### config.mk
export PLATFORM = sky130hd
export DESIGN_NAME = act_lut_sched
export DESIGN_NICKNAME = d
export VERILOG_FILES = /design/src/rtl/act_lut_sched.sv
export SDC_FILE = /design/constraint.sdc
export NUM_CORES = 1
export LEC_CHECK = 0
export ABC_AREA = 1
export BUFFER_PORTS_ARGS = -buffer_cell sky130_fd_sc_hd__buf_2
export CORE_MARGIN = 8
export CORE_UTILIZATION = 35
export CTS_CLUSTER_DIAMETER = 50
export DETAILED_ROUTE_END_ITERATION = 10
export PLACE_DENSITY = 0.58
export SLEW_MARGIN = 20
export SYNTH_ARGS = -nofsm -noshare
export SYNTH_HDL_FRONTEND = slang
export SYNTH_SLANG_ARGS = --single-unit
export TNS_END_PERCENT = 20
### constraint.sdc
create_clock -name i_clk -period 1.8 [get_ports i_clk]
set_input_delay 0.18 -clock i_clk [delete_from_list [all_inputs] [get_ports i_clk]]
set_output_delay 0.18 -clock i_clk [all_outputs]
set_load 0.01 [all_outputs]
### src/rtl/act_lut_sched.sv
// Activation LUT sequencer: loads the 16-entry table, streams rounded data through the
// external address generator, and returns table/saturated results through a credit-limited FIFO.
module act_lut_sched #(
  parameter int unsigned DATA_WIDTH = 8,
  parameter int unsigned OUT_WIDTH  = 8,
  parameter int unsigned ADDR_WIDTH = 4,
  parameter int unsigned LUT_DEPTH  = 16,
  parameter int unsigned EQ_WIDTH   = 4,
  parameter int unsigned FIFO_DEPTH = 4
) (
  input  logic                  i_clk,
  input  logic                  i_rst_n,
  input  logic                  i_cfg_start,
  input  logic [EQ_WIDTH-1:0]   i_cfg_shift,
  input  logic [OUT_WIDTH-1:0]  i_cfg_max,
  input  logic [OUT_WIDTH-1:0]  i_cfg_min,
  input  logic                  i_cfg_wvalid,
  input  logic [OUT_WIDTH-1:0]  i_cfg_wdata,
  output logic                  o_cfg_wready,
  input  logic                  i_run_start,
  input  logic                  i_dat_valid,
  input  logic [DATA_WIDTH-1:0] i_dat,
  input  logic                  i_dat_last,
  output logic                  o_dat_ready,
  output logic [DATA_WIDTH-1:0] o_gen_dat,
  output logic [EQ_WIDTH-1:0]   o_gen_shift,
  input  logic [ADDR_WIDTH-1:0] i_gen_addr,
  input  logic                  i_gen_max_en,
  input  logic                  i_gen_min_en,
  output logic                  o_act_valid,
  output logic [OUT_WIDTH-1:0]  o_act_dat,
  output logic                  o_act_last,
  input  logic                  i_act_ready,
  output logic                  o_busy,
  output logic                  o_lut_loaded,
  output logic                  o_done,
  output logic                  o_err
);

  localparam int unsigned CNT_W = $clog2(FIFO_DEPTH + 1);
  localparam int unsigned PTR_W = $clog2(FIFO_DEPTH);
  localparam logic [EQ_WIDTH-1:0]   MAX_SHIFT = EQ_WIDTH'(6);
  localparam logic [ADDR_WIDTH-1:0] LAST_ADDR = ADDR_WIDTH'(LUT_DEPTH - 1);
  localparam logic [PTR_W-1:0]      LAST_PTR  = PTR_W'(FIFO_DEPTH - 1);

  typedef enum logic [1:0] {IDLE, LOAD, RUN, DRAIN} state_t;

  state_t state, state_nxt;

  logic [OUT_WIDTH-1:0]  max_q, min_q;
  logic [ADDR_WIDTH-1:0] wptr;
  logic [OUT_WIDTH-1:0]  tbl [LUT_DEPTH];

  logic                  s1_valid, s1_last;
  logic                  s2_valid, s2_last, s2_max, s2_min;
  logic [OUT_WIDTH-1:0]  s2_data;

  logic [OUT_WIDTH-1:0]  fifo_dat  [FIFO_DEPTH];
  logic                  fifo_last [FIFO_DEPTH];
  logic [PTR_W-1:0]      rd_ptr, wr_ptr;
  logic [CNT_W-1:0]      count;

  logic                  err_c, done_c, cfg_latch_c, tbl_we_c, xfer_c, push_c, pop_c, cmd_c;
  logic [CNT_W-1:0]      occ_c;
  logic [OUT_WIDTH-1:0]  res_c;

  // Credit: everything already in the FIFO or in flight must fit before a new accept.
  assign occ_c        = count + CNT_W'(s1_valid) + CNT_W'(s2_valid);
  assign o_dat_ready  = (state == RUN) && (occ_c < CNT_W'(FIFO_DEPTH));
  assign o_cfg_wready = (state == LOAD);
  assign o_busy       = (state != IDLE);
  assign xfer_c       = i_dat_valid && o_dat_ready;
  assign tbl_we_c     = i_cfg_wvalid && o_cfg_wready;
  assign cmd_c        = i_cfg_start || i_run_start;
  assign o_gen_dat    = xfer_c ? i_dat : '0;
  assign push_c       = s2_valid;
  assign pop_c        = o_act_valid && i_act_ready;
  assign o_act_valid  = (count != '0);
  assign o_act_dat    = fifo_dat[rd_ptr];
  assign o_act_last   = fifo_last[rd_ptr];
  assign res_c        = s2_max ? max_q : (s2_min ? min_q : s2_data);

  always_ff @(posedge i_clk or negedge i_rst_n) begin
    if (!i_rst_n) state <= IDLE;
    else          state <= state_nxt;
  end

  always_comb begin
    state_nxt   = state;
    err_c       = 1'b0;
    done_c      = 1'b0;
    cfg_latch_c = 1'b0;
    case (state)
      IDLE: begin
        if (i_cfg_start) begin
          if (i_cfg_shift <= MAX_SHIFT) begin
            cfg_latch_c = 1'b1;
            state_nxt   = LOAD;
          end else begin
            err_c = 1'b1;
          end
        end else if (i_run_start) begin
          if (o_lut_loaded) state_nxt = RUN;
          else              err_c     = 1'b1;
        end
      end
      LOAD: begin
        err_c = cmd_c;
        if (tbl_we_c && (wptr == LAST_ADDR)) state_nxt = IDLE;
      end
      RUN: begin
        err_c = cmd_c;
        if (xfer_c && i_dat_last) state_nxt = DRAIN;
      end
      DRAIN: begin
        err_c = cmd_c;
        if (!s1_valid && !s2_valid && (count == '0)) begin
          state_nxt = IDLE;
          done_c    = 1'b1;
        end
      end
      default: state_nxt = IDLE;
    endcase
  end

  // Configuration, table and status pulses.
  always_ff @(posedge i_clk or negedge i_rst_n) begin
    if (!i_rst_n) begin
      o_gen_shift  <= '0;
      max_q        <= '0;
      min_q        <= '0;
      wptr         <= '0;
      o_lut_loaded <= 1'b0;
      o_err        <= 1'b0;
      o_done       <= 1'b0;
      for (int i = 0; i < LUT_DEPTH; i++) tbl[i] <= '0;
    end else begin
      o_err  <= err_c;
      o_done <= done_c;
      if (cfg_latch_c) begin
        o_gen_shift  <= i_cfg_shift;
        max_q        <= i_cfg_max;
        min_q        <= i_cfg_min;
        wptr         <= '0;
        o_lut_loaded <= 1'b0;
      end else if (tbl_we_c) begin
        tbl[wptr] <= i_cfg_wdata;
        wptr      <= wptr + ADDR_WIDTH'(1);
        if (wptr == LAST_ADDR) o_lut_loaded <= 1'b1;
      end
    end
  end

  // Two tag stages aligned with the generator's registered outputs.
  always_ff @(posedge i_clk or negedge i_rst_n) begin
    if (!i_rst_n) begin
      s1_valid <= 1'b0;
      s1_last  <= 1'b0;
      s2_valid <= 1'b0;
      s2_last  <= 1'b0;
      s2_max   <= 1'b0;
      s2_min   <= 1'b0;
      s2_data  <= '0;
    end else begin
      s1_valid <= xfer_c;
      s1_last  <= xfer_c && i_dat_last;
      s2_valid <= s1_valid;
      s2_last  <= s1_last;
      s2_max   <= s1_valid && i_gen_max_en;
      s2_min   <= s1_valid && i_gen_min_en;
      s2_data  <= tbl[i_gen_addr];
    end
  end

  always_ff @(posedge i_clk or negedge i_rst_n) begin
    if (!i_rst_n) begin
      rd_ptr <= '0;
      wr_ptr <= '0;
      count  <= '0;
      for (int i = 0; i < FIFO_DEPTH; i++) begin
        fifo_dat[i]  <= '0;
        fifo_last[i] <= 1'b0;
      end
    end else begin
      if (push_c) begin
        fifo_dat[wr_ptr]  <= res_c;
        fifo_last[wr_ptr] <= s2_last;
        wr_ptr            <= (wr_ptr == LAST_PTR) ? '0 : wr_ptr + PTR_W'(1);
      end
      if (pop_c) rd_ptr <= (rd_ptr == LAST_PTR) ? '0 : rd_ptr + PTR_W'(1);
      case ({push_c, pop_c})
        2'b10:   count <= count + CNT_W'(1);
        2'b01:   count <= count - CNT_W'(1);
        default: count <= count;
      endcase
    end
  end

endmodule

Word-level counts from Yosys, hierarchy flattened

Index checks and enable logic that the tools add are counted.

Output and inout port bits: 28
Flip-flop bits (word level): 214
Logic and storage cells: 149
Input bits: 50

Add/subtract/negate cells: 7
Multiplexer cells: 47
Magnitude comparators: 8
Reductions and logical operators: 26
Eq/ne operators: 14
Bitwise gates (word level): 5

Operators with widths:

| kind                                                       | count |
|---|---|
| bitwise mux 128 bit                                        | 1 |
| 2-to-1 mux 8 bit                                           | 9 |
| binary-select mux 8 bit (select 4 bit)                     | 1 |
| bitwise mux 32 bit                                         | 1 |
| demux 8 bit (select 4 bit)                                 | 1 |
| 2-to-1 mux 2 bit                                           | 9 |
| binary-select mux 8 bit (select 2 bit)                     | 1 |
| demux 8 bit (select 2 bit)                                 | 1 |
| 2-to-1 mux 1 bit                                           | 15 |
| logical AND 1 bit                                          | 12 |
| equality test 2 bit, second input constant                 | 5 |
| >= comparator 5 bit, second input constant                 | 2 |
| inverter 4 -> 5 bit                                        | 2 |
| != test 3 bit, second input constant                       | 3 |
| 2-to-1 mux 4 bit                                           | 2 |
| one-hot mux 2 bit (4 select lines)                         | 1 |
| nonzero test 2 bit                                         | 4 |
| adder 3 x 1 -> 3 bit                                       | 2 |
| >= comparator 3 bit, second input constant                 | 2 |
| inverter 2 -> 3 bit                                        | 2 |
| one-hot mux 3 bit (2 select lines)                         | 1 |
| AND reduction 6 bit                                        | 1 |
| less-than comparator 5 x 1 -> 1 bit, second input constant | 1 |
| adder 2 x 1 -> 2 bit, second input constant                | 2 |
| other kinds (22)                                           | 26 |

Logic depth before layout (Yosys ltp)

Depth after elaboration: 8
Gate-level depth with buffers: 10
Mapped depth without buffers: 10

Worst setup path after synthesis

Ideal clock, no wire load.

Path type: reg-to-reg
From: register count[0]
To: register count[2]
Setup time: 0.131 ns
Data required time: 1.669 ns
Cell stages (with the launch flop): 11
Setup slack: 0.015 ns
Data arrival time: 1.655 ns
Period minus slack after synthesis: 1.785 ns
Path buffers: 0
Cells stage by stage: dfrtp_1 -> inv_1 -> nand2_1 -> nand2_1 -> inv_1 -> ha_1 -> inv_1 -> fa_1 -> a21oi_1 -> o21ai_0 -> xor2_1

Longest elaborated chain between the ends: 4
Elaborated cells on any way between the ends: 8
Those cells by class: 2 x add/sub; 2 x eq/ne; 1 x mux; 3 x reduce/logical

Ends and longest elaborated chain:

| element                                                                  | line | RTL |
|---|---|---|
| start: declaration                                                       | 61   | `logic [CNT_W-1:0] count;` |
| start signal: assignment                                                 | 192  | `2'b10: count <= count + CNT_W'(1);` |
| start signal: assignment                                                 | 193  | `2'b01: count <= count - CNT_W'(1);` |
| start signal: assignment                                                 | 194  | `default: count <= count;` |
| nonzero test 3 bit *                                                     | 78   | `assign o_act_valid = (count != '0);` |
| via o_act_valid                                                          | 30   | `output logic o_act_valid,` |
| logical AND 1 bit *                                                      | 77   | `assign pop_c = o_act_valid && i_act_ready;` |
| equality test 2 x 1 -> 1 bit or equality test 2 bit (tied branches)      | 191  | `case ({push_c, pop_c})` |
| one-hot mux 3 bit (2 select lines) or nonzero test 2 bit (tied branches) | n/a  |  |

The timed path passes the listed nets; every way through them passes the cells marked *.
A chain may end at the register's enable or synchronous reset.

Final worst setup path

From: register count[0]
To: output o_gen_dat[5]

Longest elaborated chain between the ends: 6

Ends and longest elaborated chain:

| element                            | line | RTL |
|---|---|---|
| adder 3 x 1 -> 3 bit (2 in series) | 68   | `assign occ_c = count + CNT_W'(s1_valid) + CNT_W'(s2_valid);` |
| less-than comparator 3 bit         | 69   | `assign o_dat_ready = (state == RUN) && (occ_c < CNT_W'(FIFO_DEPTH));` |
| logical AND 1 bit                  | 69   |  |
| logical AND 1 bit                  | 72   | `assign xfer_c = i_dat_valid && o_dat_ready;` |
| 2-to-1 mux 8 bit                   | 75   | `assign o_gen_dat = xfer_c ? i_dat : '0;` |
| end: declaration                   | 25   | `output logic [DATA_WIDTH-1:0] o_gen_dat,` |

No other way between the ends.

==> out/qor.csv <==
metric,value,unit
fp.dieH,183,um
dieWidth,183,um
synth_top_family_by_area,simple AND/OR/NAND/NOR gates,
relSlewSlack,60.9,%
filler_cell_count,2777,
design_area,0.0122,mm2
antenna_cells,0,
grt_start_max_net_pins,65,
clk_path_buf_depth,3,
worstSetupStartpointType,flop,
synthArstFlopShare,100,%
seq_area_frac_synth,54.6,%
min_to,tbl[66],
clock_sinks,214,
synth_top_cell_area_share,54.6,%
dpl_cell_area,0.0109,mm2
cts_tree,built,
setup_viol,11,
leakagePower,5.88,nW
ys_types,31,
ant_nets,0,
cp_data_arrival_time,1.97,ns
critPathKind,flop to output port,
synth-xor-area-share,0.178,%
grt_use_total,15.8,%
synth_warnings,0,
ys_ff_latch,214,
clk_latency,0.52,ns
grt_pass1_vias,7876,
clockRootBuffer,clkbuf_16,
nNetsFinal,1336,
maxCapViolCount,0,
htreeDepth,1,
tightest_slew,0.586,ns
clk_pin_slew_worst_paths,0.06,ns
timing.rr.end,count[2],
finalHoldViolCount,0,
syn_area_per_cell,8.48,um2
finalCritPeriodShare,120,%
antenna_found_initial,0,
syn_inst,1157,
power.total,17.4,mW
end_kind,output port,
coreArea,0.0277,mm2
ir_drop,0.000798,V
synth.area.top_cells,"dfrtp_1 (55%), o21ai_0 (11%), nand2_1 (9.7%), inv_1 (4.7%), a21oi_1 (3.6%)",
dp_hpwl,17600,um
slew_violations,0,
syn_nets,1219,
numPortBuffers,77,
firstDrtPassIters,5,
period_needed,2.15,ns
synthMuxAreaShare,0,%
finClkSkew,0.0194,ns
hold_start,i_cfg_wdata[2],
synth_top_area_cell,dfrtp_1,
reg2reg_slack,0.08,ns
rr_worst_depth,11,
status,finished with violations,
required,1.62,ns
area_growth,23.9,%
cts_made_buffers,27,
synth_compound_area_share,18.0,%
finalWorstSetupSlack,-0.352,ns
synth_common_cells,"nand2_1 (254), dfrtp_1 (214), o21ai_0 (208), inv_1 (122), nor2_1 (78)",
drt_first_iter_violations,526,
num_vias,8118,
p_per_area,1430,mW/mm2
worst_r2r_startpoint,count[0],
gp_congestion,0.777,
multiInputGateArea,0.00374,mm2
synth_most_common_cell,nand2_1,
ys.flop_type,dfrtp_1,
io_pins,78,
cp_max_fo,4,
ff_latch_area,0.00536,mm2
synth-edff-count,0,
hold_ws,0.0168,ns
grt_pass1_wl,43000,um
start_util,35.4,%
core.rowCount,61,
drc,0,
place_ws,0.0332,ns
vias_per_cell,4.87,
finalWirelength,26500,um
drive_above_1_share,15.5,%
setup-tns-final,-3.05,ns
min_path_type,input pin to flop,
yosys.area_share.simple,18.0,%
overflow,0,
syn-cell-area,0.00981,mm2
min_path_cells,3,
fmax,0.465,GHz
synthAdderAreaFrac,1.61,%
die_area,0.0337,mm2
post_drt_wl_per_cell,15.9,um
violations,negative setup slack,
rsz0062_at_grt,yes,
[critical path, stage by stage (launching register included)]
cell	delay, ns
dfrtp_1	0.38
ha_1	0.29
nand2_1	0.06
nand2_1	0.06
nand3_1	0.07
nand2_1	0.05
inv_1	0.07
nand2_1	0.06
inv_2	0.09
nand2_2	0.10
nor2_2	0.10
buf_2	0.13
[layout by cell type (no fill, tap or decap), types with 7 or more instances in the layout]
master and count:
nand2_1 253, dfrtp_1 213, o21ai_0 206, inv_1 120
nor2_1 73, buf_2 73, a21oi_1 70, nand3_1 55
o211ai_1 39, clkbuf_16 27, dlygate4sd3_1 27, buf_4 27
buf_12 18, ha_1 11, o22ai_1 9, nor2_4 7
[sequential cells by signal, summed over array words and instances (netlist names), 2 cells and up]
register,count
s2_data,8
count,3
fifo_dat,32
min_q,8
rd_ptr,2
fifo_last,4
max_q,8
o_gen_shift,4
wptr,4
wr_ptr,2
tbl,128
state,2
[layer usage]
| layer | vias up | routed length (um) | track usage, % |
|---|---|---|---|
| met5 | - | 0 | 0 |
| met3 | 35 | 1210 | 2.27 |
| met2 | 165 | 12500 | 26.2 |
| met4 | 0 | 478 | 3.12 |
| met1 | 3907 | 12200 | 21.8 |
| li1 | 4011 | - | - |
[metrics by stage]
| step | instances | utilization [%] |
|---|---|---|
| 2_1_floorplan | 1157 | - |
| 3_3_place_gp | 1590 | 39.5 |
| 3_5_place_dp | 1590 | 39.5 |
| 4_1_cts | 1664 | 43.7 |
| 5_1_grt | 1667 | 43.9 |
| 6_report | 1667 | 43.9 |
[final cells by class]
type                    instances  share of cell area, %
flip-flops and latches        214                   44.0
clock inverters                10                  0.792
well taps                     378                   3.89
repair buffers                150                   10.4
multi-input cells             755                   30.8
inverters                     126                   3.95
clock buffers                  34                   6.18
[timing repair]
action	in CTS	in global routing
endpoints found under the hold margin	247	0
setup endpoints to repair	18	21
buffers inserted	2	2
cloned	0	1
hold buffers	28	0
resized for setup	10	10
[cells by family after synthesis]
logic type,Yosys count
AO/OA/AOI/OAI,329
XOR/XNOR,2
adder cells (fa/ha/maj),12
buffers and inverters,189
flip-flops,214
AND/OR/NAND/NOR,411
[worst max-delay path by stage]
stage	from	to
2_1_floorplan	count[0]	count[2]
3_3_place_gp	count[0]	o_gen_dat[7]
3_5_place_dp	count[0]	o_gen_dat[5]
4_1_cts	count[0]	o_gen_dat[4]
5_1_grt	count[0]	o_gen_dat[4]
6_report	count[0]	o_gen_dat[5]
[report_power, final]
group,internal (mW),switching (mW),total [mW]
Sequential,6.55,0.851,7.40
Clock,3.08,2.05,5.14
Combinational,1.93,2.91,4.84
Power figures use the tool's default switching activity.
